==> src/rtl/mem_arbiter_pkg.sv <==
// Shared definitions for the two-port register-memory arbiter.
package mem_arbiter_pkg;

  // Ownership state of the arbiter.
  typedef enum logic [1:0] {
    IDLE = 2'd0,
    OWN0 = 2'd1,
    OWN1 = 2'd2
  } arb_state_e;

  // Requester indices, also used as the encoding of last_gnt.
  localparam logic PORT_CPU    = 1'b0;
  localparam logic PORT_LOADER = 1'b1;

endpackage

==> src/rtl/rr_grant2.sv <==
// Combinational two-way round-robin picker: one-hot grant, the port that
// did not win last time takes a tie.
module rr_grant2 (
  input  logic       req0_i,
  input  logic       req1_i,
  input  logic       last_gnt_i,
  output logic [1:0] gnt_o
);

  // Single requester wins outright; a tie goes to the port != last_gnt.
  always_comb begin
    gnt_o = 2'b00;
    if (req0_i && req1_i) begin
      gnt_o = last_gnt_i ? 2'b01 : 2'b10;
    end else if (req0_i) begin
      gnt_o = 2'b01;
    end else if (req1_i) begin
      gnt_o = 2'b10;
    end
  end

endmodule

==> src/rtl/mem_arbiter.sv <==
// Arbiter sharing the single-port register memory between the CPU core
// (port 0) and the program loader/debug port (port 1).
//
// Handshake: a requester raises req with we/addr/wdata and holds them
// stable until it sees gnt in the same cycle; gnt means the access was
// performed this cycle (no buffering). A granted read returns its data
// with rvalid high for exactly the following cycle; writes have no rvalid.
// While a port owns the arbiter through lock, the other port sees no grant.
module mem_arbiter
  import mem_arbiter_pkg::*;
#(
  parameter int ADDR_WIDTH = 4,
  parameter int DATA_WIDTH = 4
) (
  input  logic                  clk_i,
  input  logic                  reset_ni,
  input  logic                  req0_i,
  input  logic                  we0_i,
  input  logic                  lock0_i,
  input  logic [ADDR_WIDTH-1:0] addr0_i,
  input  logic [DATA_WIDTH-1:0] wdata0_i,
  output logic                  gnt0_o,
  output logic                  rvalid0_o,
  output logic [DATA_WIDTH-1:0] rdata0_o,
  input  logic                  req1_i,
  input  logic                  we1_i,
  input  logic                  lock1_i,
  input  logic [ADDR_WIDTH-1:0] addr1_i,
  input  logic [DATA_WIDTH-1:0] wdata1_i,
  output logic                  gnt1_o,
  output logic                  rvalid1_o,
  output logic [DATA_WIDTH-1:0] rdata1_o,
  output logic                  mem_write_en_o,
  output logic                  mem_read_en_o,
  output logic [ADDR_WIDTH-1:0] mem_addr_o,
  output logic [DATA_WIDTH-1:0] mem_data_o,
  input  logic [DATA_WIDTH-1:0] mem_data_i,
  output logic [1:0]            dbg_state_o
);

  arb_state_e state_q;
  logic       last_gnt_q;
  logic [1:0] rr_gnt;
  logic [1:0] gnt;

  rr_grant2 u_rr_grant2 (
    .req0_i     (req0_i),
    .req1_i     (req1_i),
    .last_gnt_i (last_gnt_q),
    .gnt_o      (rr_gnt)
  );

  // Grant selection: round-robin when idle, owner-only when locked,
  // nothing at all while reset is asserted.
  always_comb begin
    gnt = 2'b00;
    if (reset_ni) begin
      case (state_q)
        IDLE:    gnt = rr_gnt;
        OWN0:    gnt = {1'b0, req0_i};
        OWN1:    gnt = {req1_i, 1'b0};
        default: gnt = 2'b00;
      endcase
    end
  end

  assign gnt0_o      = gnt[0];
  assign gnt1_o      = gnt[1];
  assign dbg_state_o = state_q;

  // Memory-side mux: drive the granted port's access, all zero otherwise.
  always_comb begin
    mem_write_en_o = 1'b0;
    mem_read_en_o  = 1'b0;
    mem_addr_o     = '0;
    mem_data_o     = '0;
    if (gnt[0]) begin
      mem_write_en_o = we0_i;
      mem_read_en_o  = ~we0_i;
      mem_addr_o     = addr0_i;
      mem_data_o     = wdata0_i;
    end else if (gnt[1]) begin
      mem_write_en_o = we1_i;
      mem_read_en_o  = ~we1_i;
      mem_addr_o     = addr1_i;
      mem_data_o     = wdata1_i;
    end
  end

  // Ownership FSM and round-robin history; an owner that drops lock while
  // idle releases the arbiter without needing another access.
  always_ff @(posedge clk_i) begin
    if (!reset_ni) begin
      state_q    <= IDLE;
      last_gnt_q <= PORT_LOADER;
    end else if (gnt[0]) begin
      last_gnt_q <= PORT_CPU;
      state_q    <= lock0_i ? OWN0 : IDLE;
    end else if (gnt[1]) begin
      last_gnt_q <= PORT_LOADER;
      state_q    <= lock1_i ? OWN1 : IDLE;
    end else if ((state_q == OWN0) && !lock0_i) begin
      state_q <= IDLE;
    end else if ((state_q == OWN1) && !lock1_i) begin
      state_q <= IDLE;
    end
  end

  // Read return: capture memory data at the end of a granted read; rdata
  // holds until that port's next read.
  always_ff @(posedge clk_i) begin
    if (!reset_ni) begin
      rvalid0_o <= 1'b0;
      rvalid1_o <= 1'b0;
      rdata0_o  <= '0;
      rdata1_o  <= '0;
    end else begin
      rvalid0_o <= gnt[0] & ~we0_i;
      rvalid1_o <= gnt[1] & ~we1_i;
      if (gnt[0] && !we0_i) rdata0_o <= mem_data_i;
      if (gnt[1] && !we1_i) rdata1_o <= mem_data_i;
    end
  end

endmodule

==> config.mk <==
export PLATFORM = sky130hd
export DESIGN_NAME = mem_arbiter
export DESIGN_NICKNAME = d
export VERILOG_FILES = /design/src/rtl/mem_arbiter_pkg.sv /design/src/rtl/rr_grant2.sv /design/src/rtl/mem_arbiter.sv
export SDC_FILE = /design/constraint.sdc
export NUM_CORES = 1
export LEC_CHECK = 0
export ABC_CLOCK_PERIOD_IN_PS = 2300
export CORE_UTILIZATION = 31
export CTS_CLUSTER_SIZE = 30
export DETAILED_ROUTE_END_ITERATION = 16
export PLACE_DENSITY_LB_ADDON = 0.2
export SETUP_SLACK_MARGIN = 0.1
export SLEW_MARGIN = 20
export SYNTH_ARGS = -nofsm -noshare
export SYNTH_HDL_FRONTEND = slang
export SYNTH_SLANG_ARGS = --single-unit
export TNS_END_PERCENT = 20
==> constraint.sdc <==
create_clock -name clk_i -period 2.3 [get_ports clk_i]
set_clock_uncertainty 0.05 [all_clocks]
set_input_delay 0.46 -clock clk_i [delete_from_list [all_inputs] [get_ports clk_i]]
set_output_delay 0.46 -clock clk_i [all_outputs]
set_load 0.03 [all_outputs]
==> metrics <==
run status=finished clean; via count=792; CTS root buf=clkbuf_4; WL final=2200 microns; GR Layer Usage met3=6.54%; worst-case hold path end point=rdata0_o[2]; Worst Path Arrival=1660 ps; Die X=46.8 microns; Hold Crit Start=rdata0_o[2]; Initial Utilization=34.5%; Fin Hold WS=399 ps; post-place setup slack=-223 ps; final HPWL from detailed placement=1570 microns; fin. max-slew vios=0; die height=46.8 microns; CTS buffer count=3; area of the multi-input gates=342 sq um; synthesis-to-layout area growth=107%; Fill cells=163; WHS Path Cells=2; Largest delay share family, worst path=simple AND/OR/NAND/NOR gates; endpoints failing hold=0; first-pass GRT wire length=3010 microns; Crit Path Class=flip-flop to output port; placer congestion estimate=0.721; I/O Buffers=51; vias in the first global route=690; synthesized instance count=71; CP max stage cell=or3b_4; Power Density=472 nW/um^2; initial DRC count=3; GR Util met2=38.1%; num rows=15; vias per cell=4.89; RSZ-0062 raised after global routing=true; fmax=0.460 GHz; final net count=166; drt drc=0; Sequential Area=265 sq um; Max-slew headroom=78.5%; largest net degree at the start of global routing=11; required time of the critical path=1790 ps; FF-to-FF End=dbg_state_o[0]; # clock sinks=13; H-tree Lvls=1; VDD IR max=0.376 mV; Worst Slack Setup Final=125 ps; routed len/inst=13.6 microns; GRT overflow=0; Clock Path Buffers=2; crit path max fanout=5; worst path cell trace=or3b_4 > and4b_2 > a22o_1 > buf_6; cells on worst reg2reg path=4; Synth cell types=22; Placed Cells=151; CP endpoint kind=output port; CTS tree=done; grt met1 use=20.4%; Seq/Total Area, Yosys=41.9%; Synth Area per Inst=8.76 sq um; YS warnings=0; die area=2190 sq um; Post-Synthesis Cell Area=622 sq um; gr usage total=20.5%; worst flop-to-flop path startpoint=dbg_state_o[0]; fin crit period=2170 ps; max-cap viol count=0; layout cells sized above 1=28.5%; syn nets=99; crit path launch type=flip-flop; Post-CTS Hold Buffers=0; Final Setup Violations=0; n_diodes=0; commonest non-fill, non-tap cell in the layout=clkdlybuf4s50_1; IO Pins=52; FF+latch count, synth=13; commonest cells after routing, fill and taps aside=34 x clkdlybuf4s50_1, 21 x buf_4, 12 x nand2_1, 11 x dfxtp_1, 9 x a22o_1; Reg clk slew, reported paths=70 ps; Slew @ Worst Pin=321 ps; leakage power=0.595 nW; flop2flop setup slack=860 ps; antenna violations before repair=0; HP Class=flip-flop to flip-flop; critical path's largest stage delay=380 ps; Core Area=1800 sq um; drt pass-1 iters=4; worst skew pair latency=260 ps; Non-Filler Instances=162; final antenna-violating net count=0; WP buf/inv=1; most used routing layer=met2; period utilization=94.6%
==> state kept, by name (all words and copies together) (netlist names) <==
signal and flops:
rvalid0_o 1, last_gnt_q 1, dbg_state_o 2, rdata1_o 4, rdata0_o 4, rvalid1_o 1
==> metrics by stage <==
step	util, %	area (sq um)	TNS, ps	power (W)
6_report	71.3	1280	0	0.000606
2_1_floorplan	-	623	0	0.000352
3_3_place_gp	65.0	1170	-1870	0.000458
3_5_place_dp	65.0	1170	-1940	0.000461
5_1_grt	71.3	1280	0	0.000633
4_1_cts	70.4	1270	0	0.000610
==> timing repair <==
action,4_1_cts,5_1_grt
hold endpoints to repair,0,0
buffers inserted,4,2
pin swaps,4,3
endpoints found under the setup margin,12,10
gates resized for setup,15,5
gates cloned,1,0
==> logic make-up after synthesis <==
kind of cell,Yosys count,share of synthesized area (%)
muxes,4,6.44
and+or+nand+nor,26,23.9
DFF,13,41.9
AOI/OAI and AO/OA,18,20.5
buffers and inverters,10,7.24
==> per-layer routing <==
layer / wire length [microns] / share of wire, %
met5: 0 / 0
met4: 18 / 0.82
met3: 252 / 11
met2: 1110 / 50
met1: 823 / 37
==> worst register-to-register path, cell delays in order, from the launching register on <==
cell and delay [ps]:
dfxtp_4 350, or3b_4 380, and4b_2 290, buf_4 150, o2bb2ai_1 120
==> cell usage after synthesis <==
master | number | share of area, %
dfxtp_1 | 13 | 42
nand2_1 | 12 | 7.2
a22o_1 | 9 | 13
inv_1 | 6 | 3.6
mux2i_1 | 4 | 6.4
nand3_1 | 4 | 3.2
clkbuf_1 | 3 | 1.8
o21ai_0 | 3 | 2.4
o21ai_1 | 3 | 2.4
a21oi_1 | 2 | 1.6
and2_1 | 1 | 1.0
and3_1 | 1 | 1.0
and4b_4 | 1 | 2.2
and4bb_2 | 1 | 2.0
buf_6 | 1 | 1.8
nand3b_1 | 1 | 1.2
nor2_1 | 1 | 0.60
nor2b_1 | 1 | 1.0
nor4bb_1 | 1 | 1.6
o2bb2ai_1 | 1 | 1.4
or2_1 | 1 | 1.0
or3b_4 | 1 | 1.8
==> power breakdown <==
part           total [W]  internal (W)  switching (W)
Clock           0.000132     0.0000670      0.0000651
Combinational   0.000229      0.000121       0.000108
Sequential      0.000245      0.000237     0.00000757
==> worst max path at each step <==
| stage | start | to | cells past startpoint |
|---|---|---|---|
| 2_1_floorplan | dbg_state_o[0] | mem_addr_o[0] | 4 |
| 6_report | dbg_state_o[0] | mem_data_o[0] | 4 |
| 3_3_place_gp | req1_i | mem_addr_o[1] | 5 |
| 5_1_grt | dbg_state_o[0] | mem_data_o[0] | 4 |
| 3_5_place_dp | req1_i | mem_data_o[3] | 5 |
| 4_1_cts | dbg_state_o[0] | mem_write_en_o | 4 |
==> cell type report <==
| type | count | area share (%) |
|---|---|---|
| clock buffer | 4 | 2.04 |
| sequential | 13 | 20.6 |
| timing repair buffer | 65 | 46.5 |
| multi-input combinational | 49 | 26.6 |
| inverter | 6 | 1.75 |
| tap | 25 | 2.43 |
Note: power is estimated with default switching activity, not from simulation.
